File: config.mk
export PLATFORM = sky130hd
export DESIGN_NAME = lv_adc_rdout
export DESIGN_NICKNAME = d
export VERILOG_FILES = /design/src/rtl/lv_adc_pkg.sv /design/src/rtl/lv_adc_ch_reg.sv /design/src/rtl/lv_adc_rdout.sv
export SDC_FILE = /design/constraint.sdc
export NUM_CORES = 1
export LEC_CHECK = 0
export ABC_AREA = 1
export CAP_MARGIN = 25
export CORE_AREA = 2 2 71 73
export CTS_CLUSTER_SIZE = 12
export DETAILED_ROUTE_END_ITERATION = 10
export DIE_AREA = 0 0 73 75
export PLACE_DENSITY = 0.69
export SKIP_CTS_REPAIR_TIMING = 1
export SLEW_MARGIN = 40
export SYNTH_ARGS = -nofsm -noshare
export SYNTH_HDL_FRONTEND = slang
export SYNTH_SLANG_ARGS = --single-unit
File: constraint.sdc
create_clock -name i_clk -period 4.11 [get_ports i_clk]
set_input_delay 0.6165 -clock i_clk [delete_from_list [all_inputs] [get_ports i_clk]]
set_output_delay 0.6165 -clock i_clk [all_outputs]
set_load 0.01 [all_outputs]
File: src/rtl/lv_adc_pkg.sv
// Shared types and helpers for the LV ADC readout scheduler.
package lv_adc_pkg;

    typedef enum logic [1:0] {
        IDLE,
        REQ,
        WAIT,
        GAP
    } lv_adc_st_e;

    // Next set mask bit strictly after ptr, wrapping modulo n (n <= 16).
    function automatic int unsigned rr_next(input logic [15:0] mask, input int unsigned ptr,
                                            input int unsigned n);
        logic [3:0] cand;
        logic       found;
        int unsigned idx;
        idx   = ptr;
        found = 1'b0;
        for (int unsigned i = 1; i <= 16; i++) begin
            cand = 4'((ptr + i) % n);
            if (!found && (i <= n) && mask[cand]) begin
                idx   = 32'(cand);
                found = 1'b1;
            end
        end
        return idx;
    endfunction

endpackage

File: src/rtl/lv_adc_ch_reg.sv
// Per-channel result register with valid pulse.
// LV_ADC_AVG_EN: rounded running average after the first sample.
module lv_adc_ch_reg #(
    parameter int unsigned DATA_W = 8
) (
    input  logic              i_clk,
    input  logic              i_rst_n,
    input  logic              i_wr,
    input  logic [DATA_W-1:0] i_data,
`ifdef LV_ADC_AVG_EN
    input  logic              i_mask,
`endif
    output logic [DATA_W-1:0] o_data,
    output logic              o_vld
);

    logic [DATA_W-1:0] r_data;
    logic              r_vld;
    logic [DATA_W-1:0] w_data_d;

`ifdef LV_ADC_AVG_EN
    logic            r_seen;
    logic [DATA_W:0] w_sum;

    always_comb begin
        w_sum    = {1'b0, r_data} + {1'b0, i_data} + {{DATA_W{1'b0}}, 1'b1};
        w_data_d = r_seen ? DATA_W'(w_sum >> 1) : i_data;
    end

    // A masked-off channel forgets its history so re-enabling starts raw.
    always_ff @(posedge i_clk or negedge i_rst_n) begin
        if (!i_rst_n) begin
            r_seen <= 1'b0;
        end else if (!i_mask) begin
            r_seen <= 1'b0;
        end else if (i_wr) begin
            r_seen <= 1'b1;
        end
    end
`else
    always_comb begin
        w_data_d = i_data;
    end
`endif

    always_ff @(posedge i_clk or negedge i_rst_n) begin
        if (!i_rst_n) begin
            r_data <= '0;
            r_vld  <= 1'b0;
        end else begin
            r_vld <= i_wr;
            if (i_wr) begin
                r_data <= w_data_d;
            end
        end
    end

    assign o_data = r_data;
    assign o_vld  = r_vld;

endmodule

File: src/rtl/lv_adc_rdout.sv
// Round-robin ADC readout scheduler over the LV-HV request/ack link.
// Optional LV_ADC_AVG_EN enables per-channel averaging in lv_adc_ch_reg.
module lv_adc_rdout
    import lv_adc_pkg::*;
#(
    parameter  int unsigned CH_NUM      = 2,
    parameter  int unsigned DATA_W      = 8,
    parameter  int unsigned TIMEOUT_CYC = 255,
    parameter  int unsigned GAP_CYC     = 16,
    localparam int unsigned CH_W        = (CH_NUM > 1) ? $clog2(CH_NUM) : 1
) (
    input  logic                     i_clk,
    input  logic                     i_rst_n,
    input  logic                     i_adc_en,
    input  logic [CH_NUM-1:0]        i_ch_mask,
    output logic                     o_req,
    output logic [CH_W-1:0]          o_req_ch,
    input  logic                     i_ack,
    input  logic [DATA_W-1:0]        i_ack_data,
    input  logic                     i_ack_err,
    output logic [CH_NUM*DATA_W-1:0] o_adc_data,
    output logic [CH_NUM-1:0]        o_adc_vld,
    output logic [CH_NUM-1:0]        o_adc_en,
    output logic                     o_err_timeout,
    output logic                     o_err_link,
    output logic                     o_busy
);

    localparam int unsigned TMO_W = $clog2(TIMEOUT_CYC + 1);
    localparam int unsigned GAP_W = (GAP_CYC > 0) ? $clog2(GAP_CYC + 1) : 1;

    lv_adc_st_e       r_state, w_state_d;
    logic [CH_W-1:0]  r_req_ch, w_req_ch_d;
    logic [CH_W-1:0]  r_ptr, w_ptr_d;
    logic [TMO_W-1:0] r_tmo_cnt, w_tmo_cnt_d;
    logic [GAP_W-1:0] r_gap_cnt, w_gap_cnt_d;
    logic             r_err_tmo, w_err_tmo_d;
    logic             r_err_link, w_err_link_d;
    logic [CH_NUM-1:0] r_adc_en;
    logic [CH_NUM-1:0] w_wr;
    logic [15:0]      w_mask16;
    logic             w_wr_ok;
    logic             w_tmo_last;
    logic             w_gap_last;

    assign w_tmo_last = (r_tmo_cnt == TMO_W'(TIMEOUT_CYC - 1));
    assign w_gap_last = (r_gap_cnt == GAP_W'(GAP_CYC - 1));

    always_comb begin
        w_mask16               = '0;
        w_mask16[CH_NUM-1:0]   = i_ch_mask;
    end

    always_comb begin
        w_state_d    = r_state;
        w_req_ch_d   = r_req_ch;
        w_ptr_d      = r_ptr;
        w_tmo_cnt_d  = r_tmo_cnt;
        w_gap_cnt_d  = r_gap_cnt;
        w_err_tmo_d  = 1'b0;
        w_err_link_d = 1'b0;
        w_wr_ok      = 1'b0;
        case (r_state)
            IDLE: begin
                if (i_adc_en && (|i_ch_mask)) begin
                    w_req_ch_d = CH_W'(rr_next(w_mask16, 32'(r_ptr), CH_NUM));
                    w_state_d  = REQ;
                end
            end
            REQ: begin
                w_tmo_cnt_d = '0;
                w_state_d   = i_adc_en ? WAIT : IDLE;
            end
            WAIT: begin
                // Disable aborts silently; pointer and data stay untouched.
                if (!i_adc_en) begin
                    w_state_d = IDLE;
                end else if (i_ack || w_tmo_last) begin
                    w_ptr_d      = r_req_ch;
                    w_err_link_d = i_ack && i_ack_err;
                    w_err_tmo_d  = !i_ack;
                    w_wr_ok      = i_ack && !i_ack_err;
                    w_gap_cnt_d  = '0;
                    w_state_d    = (GAP_CYC == 0) ? IDLE : GAP;
                end else begin
                    w_tmo_cnt_d = r_tmo_cnt + TMO_W'(1);
                end
            end
            GAP: begin
                if (w_gap_last) begin
                    w_state_d = IDLE;
                end else begin
                    w_gap_cnt_d = r_gap_cnt + GAP_W'(1);
                end
            end
            default: w_state_d = IDLE;
        endcase
    end

    always_ff @(posedge i_clk or negedge i_rst_n) begin
        if (!i_rst_n) begin
            r_state    <= IDLE;
            r_req_ch   <= '0;
            r_ptr      <= CH_W'(CH_NUM - 1);
            r_tmo_cnt  <= '0;
            r_gap_cnt  <= '0;
            r_err_tmo  <= 1'b0;
            r_err_link <= 1'b0;
            r_adc_en   <= '0;
        end else begin
            r_state    <= w_state_d;
            r_req_ch   <= w_req_ch_d;
            r_ptr      <= w_ptr_d;
            r_tmo_cnt  <= w_tmo_cnt_d;
            r_gap_cnt  <= w_gap_cnt_d;
            r_err_tmo  <= w_err_tmo_d;
            r_err_link <= w_err_link_d;
            r_adc_en   <= i_ch_mask & {CH_NUM{i_adc_en}};
        end
    end

    for (genvar k = 0; k < CH_NUM; k++) begin : g_ch
        assign w_wr[k] = w_wr_ok && (r_req_ch == CH_W'(k));

        lv_adc_ch_reg #(
            .DATA_W (DATA_W)
        ) u_ch_reg (
            .i_clk   (i_clk),
            .i_rst_n (i_rst_n),
            .i_wr    (w_wr[k]),
            .i_data  (i_ack_data),
`ifdef LV_ADC_AVG_EN
            .i_mask  (i_ch_mask[k]),
`endif
            .o_data  (o_adc_data[k*DATA_W +: DATA_W]),
            .o_vld   (o_adc_vld[k])
        );
    end

    assign o_req         = (r_state == REQ) || (r_state == WAIT);
    assign o_req_ch      = r_req_ch;
    assign o_busy        = (r_state != IDLE);
    assign o_adc_en      = r_adc_en;
    assign o_err_timeout = r_err_tmo;
    assign o_err_link    = r_err_link;

endmodule
==> metrics.txt <==
xor-xnor portion of the synthesized cell area=0.00433; Total Neg Setup Slack=0 ns; Post-Synth Adder-Cell Area=0.0557; type of the worst min-delay path=in -> async; CP startpoint kind=register; overall global routing resource usage=0.154; DR top layer=met4; status=finished, final reports clean; final hold slack=approximately 0.27 ns; Worst-path clk slew=0.08 ns; antenna violations before repair=0; Remaining DRCs=0; core area=4660 µm²; commonest cells after routing, fill and taps aside=nand2_1 (50), dfrtp_1 (38), clkdlybuf4s50_1 (38), inv_1 (28); worst slew pin tran=approximately 0.57 ns; CTS tree=yes; Slew headroom=0.618; register area share after synthesis=0.484; fmax=446 MHz; fin area=2560 µm²; Die X=73 µm; vias=1,513; FILL cells=roughly 430; unrepaired setup endpoints after global routing=false; area of the multi-input gates=between 800 and 900 µm²; diode count=0; Max-Cap Viols=0; pwr/cell area=498 nW/µm²; setup ws final=1.87 ns; Yosys cell types=26; H-tree depth=2; I/O pin count=40; register bit total from synthesis=39; GP Congestion=just over 0.8; Post-Syn Instances=222; initial core utilization=0.434; Avg Inst Size Synth=around 9.1 µm²; ANT nets after route=0; Post-Route WL=approximately 3900 µm; Tmin final=~2.2 ns; Final Setup Violations=0; number of nets in the layout=287; most common cell after layout, fill and taps aside=nand2_1; Syn Nets=246; Critical Path AT=1.63 ns; FF/Latch Area=between 900 and 1000 µm²; Synth Warn #=0; Inserted Clock Buffers=5; Layout Skew=0.00692 ns; Layout Area Growth over Synthesis=26.9%; Post-DP HPWL=2760 µm; clock tree sinks=39; total die area=5480 µm²; met2 WL post-DR=around 1800 µm; mux cell area share after synthesis=0; Clock Tree Root=clkbuf_8; # port buffers=39; layout cells sized above 1=0.170; Slew Limit Fails=0; critical path type=reg -> out; post-synthesis compound-gate area fraction=0.120; first-pass GRT wire length=between 6000 and 7000 µm; Critical path origin=r_state[0]; DR vias/cell=4.76; Reg-to-Reg Start=r_state[0]; VDD IR max=between 0.2 and 0.3 mV; Metal-1 WL=1830 µm; Leakage=1.24 nW; insertion delay to the later sink of the worst-skew pair=0.30 ns; clk buf depth=2; final hold violations=0; fin crit share=0.546; Worst EP required=3.49 ns; Power, Total=1.28 mW; Setup WS pre-CTS=around 2.0 ns; Row Count=25; simple-gate share of the synthesized area=0.258; critical path endpoint category=output pin; DR WL met3=141 µm; 1st-pass router iterations=4; Mapped Area=2020 µm²; largest family of logic cells by synthesized area=simple AND/OR/NAND/NOR gates; vias in the first global route=1,330; Placement Cell Area=2430 µm²; Die Span Y=between 70 and 80 µm; WL/cell=12.2 µm; GR Overflow Total=0; CP Max Fanout=4; R2R depth=7; DR iter-0 viols=110; largest net degree at the start of global routing=40
-- kinds of logic after synthesis --
family                     after synthesis
xor gates and xnor gates                 1
adders and majority gates                9
buffers and inverters                   35
DFF                                     39
and+or+nand+nor                        103
AOI/OAI and AO/OA                       35
-- per-layer routing --
metal / track usage / up-vias
li1: - / 788
met1: 0.209 / 692
met2: 0.231 / 26
met3: 0.0361 / 7
met4: 0.0741 / 0
met5: 0 / -
-- critical path, stage by stage, from the launching register on --
cell	delay (ns)
dfrtp_1	0.40
inv_1	0.10
ha_1	0.22
inv_1	0.08
clkdlybuf4s50_1	0.53
-- power breakdown --
group          switching [mW]  leakage (nW)  internal [mW]
clock network           0.137        0.0654          0.243
registers              0.0449         0.530          0.449
logic                   0.212         0.649          0.192
-- through the flow --
step           utilization  cells
6_report             0.550    318
5_1_grt              0.550    318
4_1_cts              0.550    318
3_5_place_dp         0.522    310
3_3_place_gp         0.521    310
2_1_floorplan            -    222
-- area by class of cell --
type,count,share of cell area
repair buffers,39,0.151
inverters,30,0.0449
well taps,54,0.0264
multi-input cells,148,0.345
clock inverters,2,0.0234
flip-flops and latches,39,0.381
clock buffers,6,0.0283
-- worst paths after layout --
check	to	slack, ns
hold reg to reg	r_gap_cnt[4]	0.48
max in group asynchronous	r_ptr	3.46
setup reg to reg	r_gap_cnt[4]	2.04
min in group i_clk	r_gap_cnt[4]	0.48
hold / removal	r_tmo_cnt[3]	0.27
setup / recovery	o_busy	1.87
-- Yosys cell counts --
| cell | number | area, µm² |
|---|---|---|
| a21o_1 | 1 | 7.51 |
| a21oi_1 | 6 | 30.0 |
| a31o_2 | 1 | 8.76 |
| buf_4 | 3 | 22.5 |
| buf_6 | 2 | 22.5 |
| dfrtp_1 | 38 | 951 |
| dfstp_2 | 1 | 26.3 |
| ha_1 | 9 | 113 |
| inv_1 | 28 | 105 |
| inv_2 | 1 | 3.75 |
| inv_4 | 1 | 6.26 |
| nand2_1 | 50 | 188 |
| nand2_2 | 6 | 37.5 |
| nand2_4 | 6 | 67.6 |
| nand3_1 | 15 | 75.1 |
| nand3_4 | 2 | 35.0 |
| nand4_1 | 2 | 12.5 |
| nor2_1 | 16 | 60.1 |
| nor2_2 | 1 | 6.26 |
| nor2_4 | 2 | 22.5 |
| nor3_1 | 2 | 10.0 |
| o21ai_0 | 5 | 25.0 |
| o21ai_1 | 6 | 30.0 |
| o21ai_2 | 16 | 140 |
| or2_1 | 1 | 6.26 |
| xor2_1 | 1 | 8.76 |
-- sequential cells by signal, summed over array words and instances, names as in the netlist --
register,count
o_err_link,1
r_state,2
o_req_ch,1
g_ch.u_ch_reg.o_vld,2
g_ch.u_ch_reg.o_data,16
r_tmo_cnt,8
o_err_timeout,1
o_adc_en,2
r_ptr,1
r_gap_cnt,5
Note: power is estimated with default switching activity, not from simulation.
